==> src/rtl/ca_tref_sequencer_pkg.sv <==
// Shared constants and FSM encoding for the neuron-state time-reference sequencer.
// Also used by the controller and the neuron SRAM wrapper.
package ca_tref_sequencer_pkg;

    localparam int CA_N_NEUR = 256;
    localparam int CA_ADDR_W = 8;
    localparam int CA_WORD_W = 128;

    localparam logic [2:0] ST_IDLE  = 3'd0;
    localparam logic [2:0] ST_SW_RD = 3'd1;
    localparam logic [2:0] ST_SW_WB = 3'd2;
    localparam logic [2:0] ST_EV_RD = 3'd3;
    localparam logic [2:0] ST_EV_WB = 3'd4;

    typedef enum logic [2:0] {
        IDLE  = ST_IDLE,
        SW_RD = ST_SW_RD,
        SW_WB = ST_SW_WB,
        EV_RD = ST_EV_RD,
        EV_WB = ST_EV_WB
    } seq_state_e;

endpackage

==> src/rtl/ca_tref_sequencer.sv <==
// Read-modify-write sequencer for the neuron SRAM: a time-reference sweep over all
// neurons interleaved with single spike-event updates, one event between sweep slots.
module ca_tref_sequencer
    import ca_tref_sequencer_pkg::*;
#(
    parameter int N_NEUR = CA_N_NEUR,
    parameter int ADDR_W = CA_ADDR_W,
    parameter int WORD_W = CA_WORD_W
) (
    input  logic              CLK,
    input  logic              RSTN,
    input  logic              tref_req,
    output logic              tref_busy,
    output logic              tref_done,
    output logic              tref_overrun,
    input  logic              evt_req,
    input  logic [ADDR_W-1:0] evt_addr,
    output logic              evt_ack,
    output logic              sram_cs,
    output logic              sram_we,
    output logic [ADDR_W-1:0] sram_addr,
    output logic [WORD_W-1:0] sram_wdata,
    input  logic [WORD_W-1:0] sram_rdata,
    output logic [WORD_W-1:0] dp_state,
    output logic              dp_event_tref,
    input  logic [WORD_W-1:0] dp_next
);

    seq_state_e        state_q, state_d;
    logic [ADDR_W-1:0] ptr_q, ptr_d;
    logic              pending_q, pending_d;
    logic              overrun_q, overrun_d;

    logic              last_nrn;
    logic              sweep_done;
    logic              cs_c, we_c, tref_c, done_c, ack_c;
    logic [ADDR_W-1:0] addr_c;

    // Explicit compare rather than counter overflow so non-power-of-2 sizes work.
    assign last_nrn   = (ptr_q == ADDR_W'(N_NEUR - 1));
    assign sweep_done = (state_q == SW_WB) && last_nrn;

    always_ff @(posedge CLK) begin
        if (!RSTN) begin
            state_q   <= IDLE;
            ptr_q     <= '0;
            pending_q <= 1'b0;
            overrun_q <= 1'b0;
        end else begin
            state_q   <= state_d;
            ptr_q     <= ptr_d;
            pending_q <= pending_d;
            overrun_q <= overrun_d;
        end
    end

    always_comb begin
        state_d = state_q;
        ptr_d   = ptr_q;
        case (state_q)
            IDLE: begin
                if (evt_req)        state_d = EV_RD;
                else if (pending_q) state_d = SW_RD;
            end
            SW_RD: state_d = SW_WB;
            SW_WB: begin
                ptr_d = last_nrn ? '0 : ptr_q + ADDR_W'(1);
                if (evt_req)       state_d = EV_RD;
                else if (last_nrn) state_d = IDLE;
                else               state_d = SW_RD;
            end
            EV_RD: state_d = EV_WB;
            EV_WB: state_d = pending_q ? SW_RD : IDLE;
            default: state_d = IDLE;
        endcase
    end

    // A request landing on the final write-back re-arms the sweep instead of overrunning.
    always_comb begin
        pending_d = pending_q;
        overrun_d = 1'b0;
        if (sweep_done) pending_d = 1'b0;
        if (tref_req) begin
            if (!pending_q || sweep_done) pending_d = 1'b1;
            else                          overrun_d = 1'b1;
        end
    end

    always_comb begin
        cs_c   = 1'b0;
        we_c   = 1'b0;
        tref_c = 1'b0;
        done_c = 1'b0;
        ack_c  = 1'b0;
        addr_c = '0;
        case (state_q)
            SW_RD: begin
                cs_c   = 1'b1;
                addr_c = ptr_q;
            end
            SW_WB: begin
                cs_c   = 1'b1;
                we_c   = 1'b1;
                tref_c = 1'b1;
                done_c = last_nrn;
                addr_c = ptr_q;
            end
            EV_RD: begin
                cs_c   = 1'b1;
                addr_c = evt_addr;
            end
            EV_WB: begin
                cs_c   = 1'b1;
                we_c   = 1'b1;
                ack_c  = 1'b1;
                addr_c = evt_addr;
            end
            default: ;
        endcase
    end

    // Outputs are forced low while reset is asserted so an in-flight write-back is dropped.
    assign sram_cs       = RSTN & cs_c;
    assign sram_we       = RSTN & we_c;
    assign sram_addr     = RSTN ? addr_c : '0;
    assign sram_wdata    = RSTN ? dp_next : '0;
    assign dp_state      = RSTN ? sram_rdata : '0;
    assign dp_event_tref = RSTN & tref_c;
    assign tref_done     = RSTN & done_c;
    assign evt_ack       = RSTN & ack_c;
    assign tref_busy     = RSTN & pending_q;
    assign tref_overrun  = RSTN & overrun_q;

endmodule

==> config.mk <==
export PLATFORM = sky130hd
export DESIGN_NAME = ca_tref_sequencer
export DESIGN_NICKNAME = d
export VERILOG_FILES = /design/src/rtl/ca_tref_sequencer_pkg.sv /design/src/rtl/ca_tref_sequencer.sv
export SDC_FILE = /design/constraint.sdc
export NUM_CORES = 1
export LEC_CHECK = 0
export CORE_AREA = 2 2 211 213
export DETAILED_ROUTE_END_ITERATION = 6
export DIE_AREA = 0 0 213 215
export GPL_ROUTABILITY_DRIVEN = 1
export HOLD_SLACK_MARGIN = 0.1
export PLACE_DENSITY = 0.42
export RECOVER_POWER = 50
export SETUP_SLACK_MARGIN = 0.05
export SKIP_LAST_GASP = 1
export SLEW_MARGIN = 20
export SYNTH_ARGS = -nofsm -noshare
export SYNTH_HDL_FRONTEND = slang
export SYNTH_SLANG_ARGS = --single-unit
==> constraint.sdc <==
create_clock -name CLK -period 4.35 [get_ports CLK]
set_input_delay 1.0875 -clock CLK [delete_from_list [all_inputs] [get_ports CLK]]
set_output_delay 1.0875 -clock CLK [all_outputs]
set_load 0.01 [all_outputs]
==> results.yml <==
outcome:
  status: "finished clean"
final_layout:
  drive_gt1_share_pct: 1.10
  syn_to_final_growth_pct: 235
  multi_input_area_mm2: 0.00217
  final_cells: 1506
  nNetsFinal: 1183
  regArea_um2: 260
  fillCellCount: 4837
  layout_commonest_cell: "clkdlybuf4s50_1"
  final_cell_mix: "clkdlybuf4s50_1, and2_1, dlygate4sd3_1"
placement:
  dpl.hpwl_mm: 20.4
  gp_congestion: 0.826
  dp.cells: 1501
  io_buffer_count: 538
  pre_cts_ws_ns: 0.749
synth:
  syn_area_per_cell_um2: 6.49
  synth_edf_count: 0
  ys_types: 34
  yosysWarnings: 0
  seq_area_frac_synth_pct: 9.98
  synth_nets: 671
  ys_async_sr_fraction_pct: 0
  synthCells: 402
  synth_top_flop_cell: "dfxtp_1"
  syn_area_mm2: 0.00261
  synth-seq-cells: 13
drt:
  drtIter0Drc: 155
  wl_per_cell_um: 15.4
  firstDrtPassIters: 4
  viasPerCell: 3.12
  drc: 0
  ant_nets: 0
  vias: 4694
  routed_wl_mm: 23.2
setup_path:
  cp-end-kind: "output port"
  crit_slowest_cell: "clkbuf_1"
  cp.arrival_ns: 2.73
  cp.depth: 4
  critical_path_class: "input port to output port"
  crit_required_ns: 3.26
  rr_worst_depth: 3
  worst-path-buf-inv: 3
  cp_top_family: "buffers and inverters"
  rrSetupSlack_ns: 2.34
  start_kind: "input port"
  slowest_delay_ns: 0.64
  r2r_end: "ptr_q[7]$_SDFFE_PN0N_"
  cp-endpoint: "dp_state[87]"
  cp_max_fo: 30
  cp_cell_sequence: "buf_6 > clkbuf_1 > and2_1 > clkdlybuf4s50_1"
  cp-startpoint: "RSTN"
  r2r-start: "state_q[1]$_SDFFE_PN0P_"
power_and_ir_drop:
  power_frac_clock_pct: 16.5
  p_sw_uw: 327
  p_seq_share_pct: 13.2
  combPwrFrac_pct: 70.3
  total_power_uw: 1060
  vdd_ir_drop_max_uv: 144
  cellPowerDensity_mw_per_mm2: 121
  internal-power_uw: 732
  p_leak_uw: 0.00325
  power.share.switching_pct: 30.9
grt:
  grtUsageTotal_pct: 9.61
  overflow: 0
  grt_start_max_net_pins: 93
  antenna_found_initial: 8
  grt_pass1_wl_mm: 32.8
  grt_pass1_vias: 4861
timing:
  max-slew-margin-rel_pct: 46.1
  finalClockSkew_ns: 0.00240
  drv_slew: 0
  max_freq_ghz: 0.262
  worst_slack_ns: 0.537
  min_period_over_period_pct: 87.7
  setup_tns_ns: 0
  worst_slew_pin_slew_ns: 0.809
  setup_viol: 0
  hold_viol: 0
  fin_crit_ns: 3.81
  rsz0062_at_grt: "no"
clock_network:
  clock-sinks: 13
  post-cts-setup-buffer-count: 0
  insertion_delay_ns: 0.24
  clkTransAtPathRegs_ns: 0.05
  htreeDepth: 1
  cts_buffer_depth: 2
  cts_tree: "built"
  cts_resized: 0
  cts_inserted_buffers: 3
  holdBufCountCts: 0
  cts-root-buf: "clkbuf_16"
floorplanning:
  io_pins: 539
  core_mm2: 0.0436
  initial_core_util_pct: 5.98
  die_x_um: 213
  die-area_mm2: 0.0458
  placementRows: 77
  die_y_um: 215
min_path:
  hold_class: "register to register"
run:
  cap_violations: 0
## cells by family after synthesis
group / Yosys count / synth area share (%)
and+or+nand+nor: 308 / 72.2
muxes: 5 / 1.92
buffers and inverters: 43 / 6.76
AOI/OAI and AO/OA: 30 / 7.96
adders and majority gates: 1 / 0.480
xor gates and xnor gates: 2 / 0.672
DFF: 13 / 9.98
## per-layer routing
| metal | global-route usage (%) | up-vias | share of wire [%] |
|---|---|---|---|
| met5 | 0 | - | 0.34 |
| met4 | 0.909 | 12 | 0.62 |
| met3 | 3.07 | 18 | 9.3 |
| met2 | 18.2 | 265 | 53 |
| met1 | 10.7 | 2110 | 37 |
| li1 | - | 2289 | - |
## cell type report
type	count	share of cell area (%)
Timing Repair Buffer	544	62.5
Multi-Input combinational cell	346	24.9
Tap cell	592	8.49
Sequential cell	13	2.98
Clock buffer	4	0.903
Inverter	6	0.258
Antenna cell	1	0.0287
## worst reg2reg max path, stage by stage, from the launching register on
cell     delay (ns)
dfxtp_1        0.61
or3b_1         0.59
or4_1          0.58
o211a_1        0.13
## power by group through the flow
stage	clock [uW]	combinational [uW]	sequential, uW
2_1_floorplan	0	232	131
3_3_place_gp	0	778	143
3_5_place_dp	0	773	143
4_1_cts	182	778	141
5_1_grt	189	797	142
6_report	175	744	140
## metrics by stage
step	util [%]	area, um2	hold slack, ns
2_1_floorplan	-	2610	0.456
3_3_place_gp	19.8	8650	0.518
3_5_place_dp	19.8	8650	0.523
4_1_cts	20.0	8730	0.532
5_1_grt	20.0	8720	0.559
6_report	20.0	8730	0.523
## Yosys cell counts (3+ instances only)
cell	instances	area share, %
a21oi_1	12	2.3
a32oi_1	6	2.0
and2_1	259	62
and3_1	3	0.72
clkbuf_1	35	5.0
dfxtp_1	13	10
inv_1	6	0.86
mux2i_1	5	1.9
nand2_1	15	2.2
nand2b_1	3	0.72
nand3_1	11	2.1
nor2_1	4	0.58
nor3_1	3	0.58
or4_1	3	0.86
## flip-flops by register name (all words and copies together), names as in the netlist
signal     count
overrun_q      1
pending_q      1
ptr_q          8
state_q        3
## worst min path at each step
stage | startpoint | to | slack [ns] | depth (start not counted)
floorplan | pending_q$_SDFF_PN0_ | state_q[0]$_SDFFE_PN0P_ | 0.46 | 2
global placement | ptr_q[4]$_SDFFE_PN0N_ | ptr_q[4]$_SDFFE_PN0N_ | 0.52 | 2
detailed placement | ptr_q[6]$_SDFFE_PN0N_ | ptr_q[6]$_SDFFE_PN0N_ | 0.52 | 2
CTS | ptr_q[6]$_SDFFE_PN0N_ | ptr_q[6]$_SDFFE_PN0N_ | 0.53 | 2
global route | ptr_q[4]$_SDFFE_PN0N_ | ptr_q[4]$_SDFFE_PN0N_ | 0.56 | 2
finish | ptr_q[4]$_SDFFE_PN0N_ | ptr_q[4]$_SDFFE_PN0N_ | 0.52 | 2
(Power assumes the default switching activity.)
==> patch 1, RTL diff (config.mk and constraints unchanged) <==
Set the package constant `CA_ADDR_W` to 9 (it was 8).
--- a/src/rtl/ca_tref_sequencer_pkg.sv
+++ b/src/rtl/ca_tref_sequencer_pkg.sv
@@ -3,7 +3,7 @@
 package ca_tref_sequencer_pkg;
 
     localparam int CA_N_NEUR = 256;
-    localparam int CA_ADDR_W = 8;
+    localparam int CA_ADDR_W = 9;
     localparam int CA_WORD_W = 128;
 
     localparam logic [2:0] ST_IDLE  = 3'd0;
Ports: changed (resized evt_addr and sram_addr); port bits go from 539 to 541. No check against the original RTL was run, so the function may have changed too.
==> patch 1 against the original RTL <==
- die area stayed put
- total power fell by 0.75%
- sequential cell count up 1
- final cell count rose by 0.93%
- clock skew up 0.0017 ns
- via count shrank 2.2%
- setup slack got worse by 0.091 ns
- area after synthesis is 2.6% higher
- cell area rose by 1.3%
- wire length is 0.90% lower
- largest power group unchanged
==> patch 1: results (changes against the original RTL) <==
* Status: finished, final reports clean
* Global placement routability congestion at 0.855 (+3.6%)
* Ys async rst share at 0 (unchanged)
* Synth area leaders: and2_1 (64%), dfxtp_1 (10%), clkbuf_1 (4.8%)
* Post-Synth Adder-Cell Area at 0.00468 (-0.000121)
* Critical path fanouts, max at 51 (+70%)
* Synth top cells by count: and2_1 (272), clkbuf_1 (34), nand2_1 (15)
* Vias in the first global route at 4811 (-1.0%)
* DR vias at 4589 (-2.2%)
* Seq/Total Area, Yosys at 0.105 (+0.00496)
* Mux contribution to synthesized area at 0.0206 (+0.00139)
* Compound-gate portion of the synthesized area at 0.0645 (-0.0151)
* IO Port Bufs at 540 (+0.37%)
* Post-synth cell types at 32 (-5.9%)
* Average wire per standard cell at 15.1 um (-1.8%)
* Relative slew slack at 0.537 (+0.0765)
* Global-route wire length before repair at 32300 um (-1.6%)
* Slowest CP cell: dlygate4sd3_1
* Worst EP arrival at 2.82 ns (+0.09 ns)
* Largest net degree at the start of global routing at 104 (+12%)
* Static leakage at 3.26 nW (+0.45%)
* Syn Inst Count at 409 (+1.7%)
* Setup Skew at 0.00409 ns (+0.00169 ns)
* Post-CTS sizing at 0 (unchanged)
* Top Registers: ptr_q: 9 flops, state_q: 3 flops
* Share of layout cells above drive strength 1 at 0.0162 (+0.00525)
* CP max stage delay at 0.75 ns (+0.11 ns)
* Post-Place Setup Slack at 0.602 ns (-0.146 ns)
* Antenna violations before repair at 5 (-3)
* Iter 0 DRT Violations at 137 (-12%)
* Synthesized Nets at 679 (+1.2%)
* HPWL Detailed at 20300 um (-0.88%)
* DP Area at 8790 um^2 (+1.5%)
* Int Power at 0.736 mW (+0.53%)
* Area share of the largest cell type after synthesis at 0.636 (+0.0147)
* Max VDD drop at 0.0801 mV (-45%)
* Nets at 1198 (+1.3%)
-- patch 1: logic make-up (layout without fill, tap and decap cells) --
group	after synthesis	in the layout
fa+ha+maj	1	1
simple gates	316	316
mux	5	5
other cells	0	2
buf+inv	39	556
xor+xnor	8	8
flops	14	14
compound gates	26	26
-- patch 1: worst paths after layout --
path / start / cells after the start / slack, ns / end
setup / recovery: RSTN / 4 / 0.45 / sram_wdata[73]
hold / removal: pending_q / 2 / 0.46 / state_q[0]
setup reg to reg: state_q[1] / 5 / 2.35 / ptr_q[2]
hold reg to reg: pending_q / 2 / 0.46 / state_q[0]
-- patch 1: metal layers --
layer	wire length, um	global-route usage
met1	9220	0.111
met2	12100	0.175
met3	1330	0.0194
met4	340	0.0170
met5	34	0
-- patch 1: area by class of cell --
cell class,count,area (um^2)
multi-input cells,356,2240
fillers,4903,34800
inverters,3,11.3
repair buffers,550,5480
clock buffers,3,75.1
diodes,2,5.00
well taps,592,741
flip-flops and latches,14,280
-- patch 1: worst min-delay path: cells and delay by family, from the launching register on --
family / cells / cell delay, ns
simple gates: 1 / 0.06
flops: 1 / 0.30
compound gates: 1 / 0.05
-- patch 1: power groups by stage --
stage / Clock [mW] / Sequential [mW] / Combinational, mW
after floorplan: 0 / 0.141 / 0.221
after global routing: 0.182 / 0.151 / 0.787
after CTS: 0.174 / 0.150 / 0.770
after global placement: 0 / 0.153 / 0.770
final: 0.167 / 0.149 / 0.735
after detailed placement: 0 / 0.152 / 0.764
-- patch 1: stage by stage --
stage	instances	total power, mW
global placement	1515	0.922
finish	1520	1.05
detailed placement	1515	0.916
global route	1519	1.12
CTS	1518	1.09
floorplan	409	0.362
==> patch 2, RTL diff (config.mk and constraints unchanged) <==
Without the edit above. Put a register stage on the output `tref_overrun`, cleared by the reset. The value now appears one clock later. The other outputs are not delayed to match.
--- a/src/rtl/ca_tref_sequencer.sv
+++ b/src/rtl/ca_tref_sequencer.sv
@@ -129,7 +129,13 @@
     assign tref_done     = RSTN & done_c;
     assign evt_ack       = RSTN & ack_c;
     assign tref_busy     = RSTN & pending_q;
-    assign tref_overrun  = RSTN & overrun_q;
+    always_ff @(posedge CLK) begin
+        if (!RSTN) begin
+            tref_overrun <= '0;
+        end else begin
+            tref_overrun <= RSTN & overrun_q;
+        end
+    end
 
 endmodule
 
Check against the original RTL: not equivalent (Yosys sat finds a counterexample within 4 cycles, from zero or initial values and one cycle with RSTN low).
==> patch 2 against the original RTL <==
- setup slack got worse by 0.070 ns
- via count down 0.47%
- total power grew 4.9%
- non-clock buffer count rose by 2
- wire length up 7.5%
- area after synthesis rose by 1.1%
- sequential power grew 11%
- cell area is 0.22% higher
- sequential cell count is 1 higher
- global-route usage up 0.56 points
- count of clock-buffer cells in the layout did not move
- final cell count up 0.27%
- combinational power rose by 2%
- critical path type unchanged
- critical endpoint is now dp_state[25]
==> patch 2: results (changes against the original RTL) <==
* Status: finished, final reports clean
* Seq/Total Area, Yosys at 0.106 (+0.00655)
* Met2 wire len at 12700 um (+4.3%)
* Share of layout cells above drive strength 1 at 0.0142 (+0.00324)
* Worst Hold Slack at 0.437 ns (-0.0859 ns)
* WL met1 at 9360 um (+8.6%)
* Synth top cells by count: and2_1 (258), clkbuf_1 (34), dfxtp_1 (14)
* Hold path depth at 1 (-1)
* Mean Syn Cell Area at 6.54 um^2 (+0.80%)
* Met3 WL at 2540 um (+17%)
* Synthesized Nets at 672 (+0.15%)
* Hold wc startpoint: overrun_q
* Synth area leaders: and2_1 (61%), dfxtp_1 (11%), clkbuf_1 (4.8%)
* Iter 0 DRT Violations at 103 (-34%)
* Max VDD drop at 0.184 mV (+28%)
* Post-synth cell types at 33 (-2.9%)
* Worst Hold Endpoint: tref_overrun
* Clock power share at 0.178 (+0.013)
* Global-route wire length before repair at 34100 um (+4.0%)
* Final std cells w/o fill at 1510 (+0.27%)
* Synthesis-stage register bit count at 14 (+1)
* DR vias at 4672 (-0.47%)
* Worst slew pin tran at 0.620 ns (-0.189 ns)
* Final worst path period share at 0.893 (+0.0161)
* Internal reg-to-reg setup slack at 2.26 ns (-0.08 ns)
* HPWL Detailed at 22300 um (+9.1%)
* Static leakage at 3.24 nW (-0.30%)
* Worst EP arrival at 2.80 ns (+0.07 ns)
* GRT met1 Usage at 0.112 (+0.00513)
[patch 2: cell count changes in the layout (fill, tap and decap cells not counted), moves of 3 or more]
cell	unedited run	this run
a21oi_1	12	9
and2_1	238	225
clkdlybuf4s50_1	452	449
and2_0	21	33
dlygate4sd3_1	85	88
[patch 2: area by class of cell]
cell class                      instances  area [um^2]
Antenna cell                            2         5.00
Clock buffer                            4         88.8
Fill cell                            4872        34900
Inverter                                8         30.0
Multi-Input combinational cell        344         2160
Sequential cell                        14          280
Tap cell                              592          741
Timing Repair Buffer                  546         5440
[patch 2: kinds of logic after synthesis]
logic type / after synthesis / synth area share
XOR/XNOR: 2 / 0.00665
adder cells (fa/ha/maj): 1 / 0.00475
buffers and inverters: 45 / 0.0726
flip-flops: 14 / 0.106
AO/OA/AOI/OAI: 31 / 0.0831
AND/OR/NAND/NOR: 306 / 0.711
multiplexers: 4 / 0.0152
[patch 2: critical path: stages]
cell and delay [ns]:
buf_6 0.29, clkbuf_4 0.55, and2_1 0.20, dlygate4sd3_1 0.62
